`src/rtl/seg7_pkg.sv`:
```
// Shared types, blank glyph and hex-to-segment decode for the 7-segment scan driver.
package seg7_pkg;

   typedef logic [3:0] nibble_t;
   typedef logic [6:0] seg_t;   // {a,b,c,d,e,f,g}

   // All segments off in active-low encoding.
   localparam seg_t SEG_BLANK = 7'b111_1111;

   // Hex glyphs in active-low {a..g}; callers invert for active-high boards.
   function automatic seg_t hex_to_seg(input nibble_t nib);
      seg_t s;
      case (nib)
         4'h0:    s = 7'b000_0001;
         4'h1:    s = 7'b100_1111;
         4'h2:    s = 7'b001_0010;
         4'h3:    s = 7'b000_0110;
         4'h4:    s = 7'b100_1100;
         4'h5:    s = 7'b010_0100;
         4'h6:    s = 7'b010_0000;
         4'h7:    s = 7'b000_1111;
         4'h8:    s = 7'b000_0000;
         4'h9:    s = 7'b000_0100;
         4'hA:    s = 7'b000_1000;
         4'hB:    s = 7'b110_0000;
         4'hC:    s = 7'b011_0001;
         4'hD:    s = 7'b100_0010;
         4'hE:    s = 7'b011_0000;
         default: s = 7'b011_1000;   // F
      endcase
      return s;
   endfunction

endpackage

```
`src/rtl/seg7_lz_mask.sv`:
```
// Leading-zero suppression mask: marks digits that are zero along with every
// digit above them. Digit 0 is never suppressed so an all-zero value shows "0".
module seg7_lz_mask
   import seg7_pkg::*;
#(
   parameter int unsigned NUM_DIGITS = 4
) (
   input  nibble_t [NUM_DIGITS-1:0] nibbles_i,
   input  logic                     lz_en_i,
   output logic    [NUM_DIGITS-1:0] suppress_o
);

   logic zero_run;

   // Walk from the most significant digit down while the run of zeros holds.
   always_comb begin
      zero_run   = lz_en_i;
      suppress_o = '0;
      for (int unsigned i = NUM_DIGITS; i > 1; i--) begin
         zero_run          = zero_run & (nibbles_i[i-1] == 4'h0);
         suppress_o[i-1]   = zero_run;
      end
   end

endmodule

```
`src/rtl/seg7_scan_driver.sv`:
```
// Time-multiplexed driver for an N-digit 7-segment display with tear-free frame
// loading, per-digit blanking, decimal points, leading-zero suppression and an
// anti-ghost gap at the start of every digit slot.
module seg7_scan_driver #(
   parameter int unsigned NUM_DIGITS     = 4,
   parameter int unsigned SLOT_CYCLES    = 100000,
   parameter int unsigned GAP_CYCLES     = 2,
   parameter bit          SEG_ACTIVE_LOW = 1'b1,
   parameter bit          AN_ACTIVE_LOW  = 1'b1
) (
   input  logic                    clk,
   input  logic                    rst_n,
   input  logic [4*NUM_DIGITS-1:0] digits_in,
   input  logic [NUM_DIGITS-1:0]   dp_in,
   input  logic [NUM_DIGITS-1:0]   blank_in,
   input  logic                    lz_en,
   input  logic                    load,
   output logic [6:0]              seg,
   output logic                    dp,
   output logic [NUM_DIGITS-1:0]   an,
   output logic                    frame_tick
);

   import seg7_pkg::*;

   localparam int unsigned CNT_W = $clog2(SLOT_CYCLES);
   localparam int unsigned IDX_W = $clog2(NUM_DIGITS);

   localparam logic [CNT_W-1:0] SLOT_LAST  = CNT_W'(SLOT_CYCLES - 1);
   localparam logic [CNT_W-1:0] GAP_END    = CNT_W'(GAP_CYCLES);
   localparam logic [IDX_W-1:0] LAST_DIGIT = IDX_W'(NUM_DIGITS - 1);

   // Inactive output levels after polarity is applied.
   localparam seg_t                  SEG_OFF = SEG_ACTIVE_LOW ? SEG_BLANK : 7'b000_0000;
   localparam logic                  DP_OFF  = SEG_ACTIVE_LOW;
   localparam logic [NUM_DIGITS-1:0] AN_OFF  = AN_ACTIVE_LOW ? {NUM_DIGITS{1'b1}} : '0;

   // Scan counters
   logic [CNT_W-1:0] slot_cnt_q, slot_cnt_d;
   logic [IDX_W-1:0] digit_idx_q, digit_idx_d;
   logic             slot_wrap;
   logic             frame_end;

   // Pending (load side) and display (scan side) frame registers
   nibble_t [NUM_DIGITS-1:0] pend_nib_q, pend_nib_d;
   logic    [NUM_DIGITS-1:0] pend_dp_q, pend_dp_d;
   logic    [NUM_DIGITS-1:0] pend_blank_q, pend_blank_d;
   logic                     pend_lz_q, pend_lz_d;
   logic                     pend_valid_q, pend_valid_d;

   nibble_t [NUM_DIGITS-1:0] disp_nib_q, disp_nib_d;
   logic    [NUM_DIGITS-1:0] disp_dp_q, disp_dp_d;
   logic    [NUM_DIGITS-1:0] disp_blank_q, disp_blank_d;
   logic                     disp_lz_q, disp_lz_d;

   // Output path
   logic    [NUM_DIGITS-1:0] suppress;
   logic    [NUM_DIGITS-1:0] an_onehot;
   nibble_t                  cur_nib;
   logic                     cur_dark;
   seg_t                     glyph;
   seg_t                     seg_q, seg_d;
   logic                     dp_q, dp_d;
   logic    [NUM_DIGITS-1:0] an_q, an_d;

   assign slot_wrap  = (slot_cnt_q == SLOT_LAST);
   assign frame_end  = slot_wrap && (digit_idx_q == LAST_DIGIT);
   assign frame_tick = frame_end;

   // Slot counter advances every cycle; digit index steps when a slot wraps.
   always_comb begin
      slot_cnt_d  = slot_cnt_q + 1'b1;
      digit_idx_d = digit_idx_q;
      if (slot_wrap) begin
         slot_cnt_d  = '0;
         digit_idx_d = (digit_idx_q == LAST_DIGIT) ? '0 : digit_idx_q + 1'b1;
      end
   end

   // Counter state register.
   always_ff @(posedge clk or negedge rst_n) begin
      if (!rst_n) begin
         slot_cnt_q  <= '0;
         digit_idx_q <= '0;
      end else begin
         slot_cnt_q  <= slot_cnt_d;
         digit_idx_q <= digit_idx_d;
      end
   end

   // Promotion to display happens before the load capture so a load on the
   // boundary cycle lands in pending and waits for the following frame.
   always_comb begin
      pend_nib_d   = pend_nib_q;
      pend_dp_d    = pend_dp_q;
      pend_blank_d = pend_blank_q;
      pend_lz_d    = pend_lz_q;
      pend_valid_d = pend_valid_q;
      disp_nib_d   = disp_nib_q;
      disp_dp_d    = disp_dp_q;
      disp_blank_d = disp_blank_q;
      disp_lz_d    = disp_lz_q;
      if (frame_end && pend_valid_q) begin
         disp_nib_d   = pend_nib_q;
         disp_dp_d    = pend_dp_q;
         disp_blank_d = pend_blank_q;
         disp_lz_d    = pend_lz_q;
         pend_valid_d = 1'b0;
      end
      if (load) begin
         pend_nib_d   = digits_in;
         pend_dp_d    = dp_in;
         pend_blank_d = blank_in;
         pend_lz_d    = lz_en;
         pend_valid_d = 1'b1;
      end
   end

   // Pending and display frame registers.
   always_ff @(posedge clk or negedge rst_n) begin
      if (!rst_n) begin
         pend_nib_q   <= '0;
         pend_dp_q    <= '0;
         pend_blank_q <= '0;
         pend_lz_q    <= 1'b0;
         pend_valid_q <= 1'b0;
         disp_nib_q   <= '0;
         disp_dp_q    <= '0;
         disp_blank_q <= '0;
         disp_lz_q    <= 1'b0;
      end else begin
         pend_nib_q   <= pend_nib_d;
         pend_dp_q    <= pend_dp_d;
         pend_blank_q <= pend_blank_d;
         pend_lz_q    <= pend_lz_d;
         pend_valid_q <= pend_valid_d;
         disp_nib_q   <= disp_nib_d;
         disp_dp_q    <= disp_dp_d;
         disp_blank_q <= disp_blank_d;
         disp_lz_q    <= disp_lz_d;
      end
   end

   seg7_lz_mask #(
      .NUM_DIGITS (NUM_DIGITS)
   ) u_lz_mask (
      .nibbles_i  (disp_nib_q),
      .lz_en_i    (disp_lz_q),
      .suppress_o (suppress)
   );

   // Select the current digit's glyph and anode, applying board polarity.
   always_comb begin
      cur_nib   = disp_nib_q[digit_idx_q];
      cur_dark  = disp_blank_q[digit_idx_q] | suppress[digit_idx_q];
      glyph     = cur_dark ? SEG_BLANK : hex_to_seg(cur_nib);
      seg_d     = SEG_ACTIVE_LOW ? glyph : ~glyph;
      dp_d      = SEG_ACTIVE_LOW ? ~disp_dp_q[digit_idx_q] : disp_dp_q[digit_idx_q];
      an_onehot = '0;
      if (slot_cnt_q >= GAP_END) begin
         for (int unsigned i = 0; i < NUM_DIGITS; i++) begin
            if (IDX_W'(i) == digit_idx_q) begin
               an_onehot[i] = 1'b1;
            end
         end
      end
      an_d = AN_ACTIVE_LOW ? ~an_onehot : an_onehot;
   end

   // Registered pin drivers; reset forces everything dark immediately.
   always_ff @(posedge clk or negedge rst_n) begin
      if (!rst_n) begin
         seg_q <= SEG_OFF;
         dp_q  <= DP_OFF;
         an_q  <= AN_OFF;
      end else begin
         seg_q <= seg_d;
         dp_q  <= dp_d;
         an_q  <= an_d;
      end
   end

   assign seg = seg_q;
   assign dp  = dp_q;
   assign an  = an_q;

endmodule

```
`config.mk`:
```
export PLATFORM = sky130hd
export DESIGN_NAME = seg7_scan_driver
export DESIGN_NICKNAME = d
export VERILOG_FILES = /design/src/rtl/seg7_pkg.sv /design/src/rtl/seg7_lz_mask.sv /design/src/rtl/seg7_scan_driver.sv
export SDC_FILE = /design/constraint.sdc
export NUM_CORES = 1
export LEC_CHECK = 0
export ABC_CLOCK_PERIOD_IN_PS = 2500
export CAP_MARGIN = 20
export CORE_ASPECT_RATIO = 0.7
export CORE_UTILIZATION = 40
export DETAILED_ROUTE_END_ITERATION = 8
export REMOVE_ABC_BUFFERS = 1
export SYNTH_ARGS = -nofsm -noshare
export SYNTH_HDL_FRONTEND = slang
export SYNTH_SLANG_ARGS = --single-unit
```
`constraint.sdc`:
```
create_clock -name clk -period 2.5 [get_ports clk]
set_input_delay 0.5 -clock clk [delete_from_list [all_inputs] [get_ports clk]]
set_output_delay 0.5 -clock clk [all_outputs]
set_load 0.05 [all_outputs]
```
**Yosys cells after proc, flatten, opt, wreduce, memory -nomap -nowiden**

Memory sizes are Yosys's and may differ from the RTL's.
Index checks and enable logic that the tools add are counted.

- Bits of input ports: 28
- Memories: 1
- Bits in registers: 82
- ROM bits: 112
- Logic and storage cells: 61
- Output and inout bits: 13

Memory list:

| name | words | width | rd ports | clocked after memory_dff | wr ports | RTL line | source |
|---|---|---|---|---|---|---|---|
| (name not given) | 16 | 7 | 1 | 0 | 0 | seg7_pkg.sv:13 | `case (nib)` |

- Reduce and logical (&&, ||, !) cells: 7
- $lt $le $gt $ge: 2
- Muxes and demuxes: 18
- Bitwise logic cells: 6
- Add/sub/neg operators: 2
- Equal/unequal tests: 5

Operators by type and width:

| kind | number |
|---|---|
| $add 17x1->17 const B | 1 |
| $eq 17x17->1 const B | 1 |
| $ge 17x2->1 const B | 1 |
| $mux 17 | 1 |
| $logic_not 4->1 | 3 |
| $mux 1 | 9 |
| $bmux 4 s2 | 1 |
| $mux 4 | 2 |
| $mux 7 | 1 |
| $bmux 1 s2 | 3 |
| $eq 2x2->1 const A | 2 |
| $not 4->4 | 1 |
| $and 1x1->1 | 3 |
| $lt 2x3->1 const B | 1 |
| $add 2x1->2 const B | 1 |
| $eq 1x2->1 const A | 1 |
| $eq 2x2->1 const B | 1 |
| $logic_and 1x1->1 | 2 |
| $logic_not 2->1 | 1 |
| $mux 2 | 1 |
| $reduce_bool 2->1 | 1 |
| $not 1->1 | 1 |
| $or 1x1->1 | 1 |

**Depth between registers and ports, before layout**

Gate-level depths: netlist of run 1.

- Depth after elaboration: 8
- Gate-level depth with buffers: 8
- Mapped depth without buffers: 6

**Modules after synthesis**

A second synthesis of run 1 with hierarchy kept.

- Cells, all modules: 278
- Area, all modules: 3784.9 um^2

Modules (own cells, without submodules):

| module | times used | area an instance (um^2) | cells an instance | sequential area each (um^2) |
|---|---|---|---|---|
| seg7_scan_driver | 1 | 3719.8 | 269 | 2067.0 |
| seg7_lz_mask | 1 | 65.1 | 9 | 0.0 |

**Least setup slack after synthesis of run 1**

OpenSTA, ideal clock, no wires.

- Path type: reg2out
- From: register slot_cnt_q[1]
- To: output frame_tick
- Arrival time: 2495 ps
- Required time: 2000 ps
- Path buffers: 0
- Slack: -495 ps
- Cell stages (with the launch flop): 5
- Cell sequence: dfrtp_1 > ha_1 > and4_4 > nand2_2 > nor4_1

- Cells in the longest elaborated chain, start to end: 2

Ends and longest elaborated chain:

| item | RTL line | source |
|---|---|---|
| from (decl) | seg7_scan_driver.sv:39 | `logic [CNT_W-1:0] slot_cnt_q, slot_cnt_d;` |
| from (signal assigned) | seg7_scan_driver.sv:86 | `slot_cnt_q <= slot_cnt_d;` |
| $eq 17x17->1 | seg7_scan_driver.sv:66 | `assign slot_wrap = (slot_cnt_q == SLOT_LAST);` |
| $logic_and 1x1->1 | seg7_scan_driver.sv:67 | `assign frame_end = slot_wrap && (digit_idx_q == LAST_DIGIT);` |
| to (decl) | seg7_scan_driver.sv:21 | `output logic frame_tick` |

Every way passes these cells.

**Final worst setup path of run 1**

- From: register slot_cnt_q[0]
- To: output frame_tick

Same word-level chain as after synthesis.

==> impl_results.md, run 1 <==
* Slew HR at 59.8%
* Max IR drop VDD at 0.273 mV
* Total number of yosys warnings at 0
* CP max FO at 5
* Placed cell count at 433
* Nets at 362
* Leakage at 2.04 nW
* Crit Path Class: reg -> out
* WL final at 6730 um
* Worst slew pin tran at 0.602 ns
* Yosys reg bits at 82
* Post-route minimum period at 2.43 ns
* Max-cap violations at 0
* Final core occ at 51.1%
* Dpl hpwl at 4540 um
* Area grow syn2layout at 24.3%
* Worst EP required at 2.00 ns
* Main combinational cell family by area after synthesis: multiplexers
* Worst min path class: in -> async
* Via density per instance at 4.80
* PnR Total Power at 2.83 mW
* Pwr Density at 613 mW/mm2
* Final non-filler cell total at 451
* Pre-CTS WS at 0.337 ns
* Flop-to-flop setup slack at 0.37 ns
* Buffers on Ports at 40
* Fin area at 0.00462 mm2
* # IOs at 41
* Capture point of the worst reg-to-reg path: disp_blank_q[0]
* WL/cell at 14.9 um
* CTS tree: yes
* Proportion of synthesized area in mux cells at 21.7%
* Initial antenna violation count at 0
* Period utilisation layout at 97.3%
* DR iter-0 viols at 153
* Post-Place Cell Area at 0.00429 mm2
* Antenna Cells at 0
* Worst Setup Start Kind: flop
* GRT Total Usage at 15.6%
* Htree depth at 3
* Total CTS buffers at 9
* Syn Std Cell Area at 0.00372 mm2
* FF-to-FF path depth at 7
* Hold_buf cts at 0
* Row Count at 29
* Drt first pass iters at 5
* Die Span Y at 82.7 um
* Status: completed
* Fill cell count at 761
* Seq/Total Area, Yosys at 55.6%
* Final hold vios at 0
* Post-route antenna net violation count at 0
* Final setup margin at 0.0663 ns
* DRC at 0
* Grt total ovfl at 0
* Final setup fails at 0
* Global-route wire length before repair at 10,900 um
* Post-synthesis cell type count at 36
* Initial Util at 41.1%
* Worst r2r src: slot_cnt_q[0]
* Worst EP arrival at 1.93 ns
* Highest Clock Rate at 411 MHz
* Die boundary width at 117 um
* Area share of and/or/nand/nor cells after synthesis at 9.29%
* Mean Syn Cell Area at 13.7 um2
* Adder-Cell Fraction of Synth Area at 4.04%
* Reg clk slew, reported paths at 0.06 ns
* Gpl congestion at 0.821
* Post-synthesis xor/xnor area fraction at 3.30%
* Worst Skew at 0.00580 ns
* Share of layout cells above drive strength 1 at 31.2%
* Compound-cell area share of the yosys netlist at 2.79%
* Vias in the first global route at 2,091
* Sink Count at 82
* Die area at 0.00969 mm2
* Detailed-route via count at 2,165
* Largest net degree at the start of global routing at 47
* Core region area at 0.00903 mm2
* Worst-Skew Late Latency at 0.33 ns
* CTS max path bufs at 2
* Max-slew violations at 0
* Crit end category: output pin
* CTS root buf: clkbuf_16
* Cells after Synth at 271
kinds of logic after synthesis:
family                     after synthesis
buffers and inverters                   21
muxes                                   58
DFF                                     82
AOI/OAI and AO/OA                       17
xor gates and xnor gates                14
adders and majority gates               12
and+or+nand+nor                         67
cells in the mapped netlist (all sizes together):
library cell / instances / area share (%)
inv: 10 / 1.0
o21ai: 6 / 0.81
buf: 7 / 1.9
or3: 1 / 0.17
nor4: 7 / 1.2
xor2: 7 / 1.6
xnor2: 7 / 1.6
dfrtp: 70 / 47
nor2: 14 / 1.4
a21oi: 4 / 0.54
mux2i: 1 / 0.27
a31oi: 1 / 0.17
nor3: 2 / 0.57
nand3: 11 / 1.5
clkbuf: 4 / 0.40
o221ai: 2 / 0.47
mux2: 50 / 17
nand2: 18 / 1.9
and4: 2 / 0.54
o211ai: 3 / 0.61
nand2b: 2 / 0.34
nand4: 4 / 0.67
or4: 1 / 0.20
and3: 4 / 0.67
ha: 12 / 4.0
o21bai: 1 / 0.20
mux4: 7 / 4.2
dfstp: 12 / 8.5
or2: 1 / 0.17
flip-flops by register name (all words and copies together) (netlist names), 2 cells and up:
register and count:
seg 7, disp_dp_q 4, disp_blank_q 4, slot_cnt_q 17, pend_nib_q 16, an 4, disp_nib_q 16, digit_idx_q 2
pend_blank_q 4, pend_dp_q 4
where the power goes:
group,total [mW],switching [mW],internal (mW),leakage [nW]
clock network,1.31,0.485,0.825,0.150
registers,1.39,0.0235,1.37,1.03
logic,0.128,0.0496,0.0781,0.863
total,2.83,0.558,2.27,2.04
how the worst max path moves through the flow:
stage,startpoint,end,depth (start not counted),slack [ns]
final,slot_cnt_q[0],frame_tick,6,0.07
after global routing,slot_cnt_q[0],frame_tick,6,-0.01
after CTS,slot_cnt_q[1],frame_tick,6,0.04
after detailed placement,slot_cnt_q[1],frame_tick,6,0.34
after global placement,slot_cnt_q[1],frame_tick,6,0.35
after floorplan,slot_cnt_q[1],frame_tick,4,-0.49
cell usage in the layout (no fill, tap or decap), types with 3 or more instances in the layout:
| cell type | count |
|---|---|
| nor4_1 | 6 |
| inv_1 | 10 |
| dfstp_2 | 12 |
| nand4_1 | 4 |
| nand2_1 | 17 |
| mux4_2 | 7 |
| mux2_2 | 30 |
| o21ai_0 | 6 |
| buf_12 | 3 |
| mux2_4 | 20 |
| nand3_1 | 11 |
| clkdlybuf4s50_1 | 38 |
| and3_1 | 4 |
| nor2_1 | 14 |
| o211ai_1 | 3 |
| dfrtp_1 | 70 |
| clkbuf_16 | 9 |
| a21oi_1 | 4 |
| xnor2_1 | 7 |
| buf_4 | 10 |
| xor2_1 | 7 |
| ha_1 | 11 |
through the flow:
stage                     hold slack [ns]  TNS [ns]
after detailed placement            0.484         0
after floorplan                     0.204     -7.36
after global placement              0.477         0
after CTS                           0.207         0
after global routing                0.235   -0.0131
final                               0.189         0
critical path: stages (launching register included):
cell and delay [ns]:
dfrtp_1 0.40, ha_2 0.23, and4_4 0.27, nand2_2 0.11, nor4_4 0.29, buf_4 0.18
buf_12 0.12
cell type report:
| cell class | count | area, um2 | area share [%] |
|---|---|---|---|
| Timing Repair Buffer | 51 | 515 | 11.2 |
| Tap cell | 124 | 155 | 3.36 |
| Inverter | 10 | 37.5 | 0.812 |
| Multi-Input combinational cell | 168 | 1550 | 33.4 |
| Sequential cell | 82 | 2070 | 44.7 |
| Clock inverter | 3 | 40.0 | 0.867 |
| Clock buffer | 13 | 260 | 5.63 |
per-layer routing:
metal | GRT usage (%) | vias to the layer above | wire length, um
li1 | - | 1060 | -
met1 | 23.3 | 1054 | 3640
met2 | 21.3 | 51 | 2800
met3 | 5.33 | 0 | 289
met4 | 4.18 | 0 | 0
met5 | 0 | - | 0
timing repair:
item | 4_1_cts | 5_1_grt
setup endpoints to repair | 1 | 1
cloned | 0 | 0
setup buffers | 0 | 2
resized for setup | 1 | 2
pin swaps | 0 | 1
hold endpoints to repair | 0 | 0
Power figures use the tool's default switching activity.
==> run 2: changes to the inputs <==
--- a/config.mk
+++ b/config.mk
@@ -5,7 +5,7 @@
 export SDC_FILE = /design/constraint.sdc
 export NUM_CORES = 1
 export LEC_CHECK = 0
-export ABC_CLOCK_PERIOD_IN_PS = 2500
+export ABC_CLOCK_PERIOD_IN_PS = 2490
 export CAP_MARGIN = 20
 export CORE_ASPECT_RATIO = 0.7
 export CORE_UTILIZATION = 40
==> constraint.sdc (replaced) <==
create_clock -name clk -period 2.49 [get_ports clk]
set_input_delay 0.498 -clock clk [delete_from_list [all_inputs] [get_ports clk]]
set_output_delay 0.498 -clock clk [all_outputs]
set_load 0.05 [all_outputs]
==> run 2 against run 1 <==
Against the previous run: routed wire length fell by 0.27%; critical path type unchanged; largest power group is now clock; clock skew rose by 0.0037 ns; combinational power barely moved; via count rose by 2.0%; highest routed layer is now met4.
==> impl_results.md, run 2 (same netlist as run 1, synthesis figures left out) <==
* Largest net degree at the start of global routing at 43
* Sink Count at 82
* Commonest cells after routing, fill and taps aside: dfrtp_1 (68), clkdlybuf4s50_1 (38), mux2_2 (30)
* Crit-path slowest cell: dfrtp_1
* Post-Place Cell Area at 0.00428 mm2
* Vias in the first global route at 2,110
* Final core occ at 51.9%
* Crit end category: output pin
* CP max FO at 3
* Global-route wire length before repair at 11,100 um
* Max-cap violations at 0
* Initial antenna violation count at 0
* Largest registers: slot_cnt_q (17), disp_nib_q (16), pend_nib_q (16)
* Post-route minimum period at 2.38 ns
* Worst-Skew Late Latency at 0.34 ns
* CTS tree: yes
* Final setup fails at 0
* Flop-to-flop setup slack at 0.40 ns
* Row Count at 29
* Fin area at 0.00469 mm2
* Worst Skew at 0.00949 ns
* Antenna Cells at 0
* Highest Clock Rate at 419 MHz
* Pre-CTS WS at 0.396 ns
* Detailed-route via count at 2,208
* DR iter-0 viols at 96
* Buffers on Ports at 40
* Worst EP required at 1.99 ns
* Crit Path Class: reg -> out
* Initial Util at 41.1%
* DRC at 0
* Via density per instance at 4.92
* WL final at 6710 um
* FF-to-FF path depth at 7
* Pwr Density at 684 mW/mm2
* Leading cell type in the layout, fill and taps excluded: dfrtp_1
* Max FFs per register at 17
* Nets at 360
* # IOs at 41
* Unrepaired setup endpoints after global routing: no
* Gpl congestion at 0.804
* Max-slew violations at 0
* Hold_buf cts at 0
* Grt total ovfl at 0
* Die area at 0.00969 mm2
* Post-route antenna net violation count at 0
* WL/cell at 14.9 um
* Htree depth at 3
* Period utilisation layout at 95.8%
* Leakage at 2.05 nW
* Final setup margin at 0.106 ns
* Drt first pass iters at 4
* Dpl hpwl at 4520 um
* GRT Total Usage at 15.8%
* CP Cell Sequence: nor4_1 > nand2_1 > nor4_2 > buf_4 > buf_12
* Reg clk slew, reported paths at 0.06 ns
* Die boundary width at 117 um
* Status: completed
* Slew HR at 65.3%
* Total CTS buffers at 9
* Worst Setup Start Kind: flop
* Worst slew pin tran at 0.520 ns
* Worst EP arrival at 1.89 ns
* Area grow syn2layout at 26.1%
* Top reg by flops: slot_cnt_q
* Max IR drop VDD at 0.364 mV
* Slowest stage delay, CP at 0.42 ns
* CTS max path bufs at 2
* Final hold vios at 0
* Share of layout cells above drive strength 1 at 32.0%
* CTS root buf: clkbuf_16
* Core region area at 0.00903 mm2
* Worst min path class: in -> async
* Die Span Y at 82.7 um
-- run 2: power by group --
group / internal [mW] / switching [mW]
Sequential: 1.37 / 0.0249
Clock: 1.16 / 0.518
Combinational: 0.0775 / 0.0482
Total: 2.62 / 0.591
-- run 2: area by class of cell --
type                    count  area (um2)
clock buffers              12         267
flip-flops and latches     82        2070
fillers                   754        4350
inverters                  10        37.5
clock inverters             4         120
well taps                 124         155
repair buffers             49         500
multi-input cells         168        1540
-- run 2: worst paths after layout --
path,from,to
min in group clk,slot_cnt_q[14],slot_cnt_q[14]
worst min-delay path,rst_n,disp_dp_q[2]
worst max register to register,slot_cnt_q[0],disp_nib_q[15]
worst max-delay path,slot_cnt_q[11],frame_tick
worst min register to register,slot_cnt_q[14],slot_cnt_q[14]
max in group asynchronous,rst_n,slot_cnt_q[1]
-- run 2: timing repair --
item | in CTS | in global routing
gates resized for setup | 0 | 4
hold endpoints to repair | 0 | 0
setup endpoints to repair | 0 | 1
setup buffers | 0 | 1
-- run 2: stage by stage --
stage	total power [mW]	cells	TNS (ns)	hold WS [ns]
after floorplan	1.46	260	-7.63	0.202
after global placement	1.55	432	0	0.480
after global routing	3.31	449	0	0.181
after detailed placement	1.55	432	0	0.480
after CTS	3.24	448	0	0.144
final	3.21	449	0	0.140
-- run 2: worst max-delay path: cells and delay by family (launching register included) --
family / cells / cell delay [ns]
flip-flops: 1 / 0.42
AND/OR/NAND/NOR: 3 / 0.82
buffers and inverters: 2 / 0.30
-- run 2: layer usage --
metal  track usage [%]  vias to the layer above  part of all wire [%]
met5                 0                        -                     0
met4              5.70                        0                   1.6
met3              5.77                        9                   4.9
met2              20.7                       44                    40
met1              23.3                     1100                    53
li1                  -                     1055                     -
==> run 3: changes to the inputs <==
--- a/config.mk
+++ b/config.mk
@@ -5,10 +5,10 @@
 export SDC_FILE = /design/constraint.sdc
 export NUM_CORES = 1
 export LEC_CHECK = 0
-export ABC_CLOCK_PERIOD_IN_PS = 2490
 export CAP_MARGIN = 20
 export CORE_ASPECT_RATIO = 0.7
 export CORE_UTILIZATION = 40
+export CTS_CLUSTER_DIAMETER = 120
 export DETAILED_ROUTE_END_ITERATION = 8
 export REMOVE_ABC_BUFFERS = 1
 export SYNTH_ARGS = -nofsm -noshare
==> results of run 3 <==
Same layout as run 2: the final DEF is identical, and so are final timing and power.
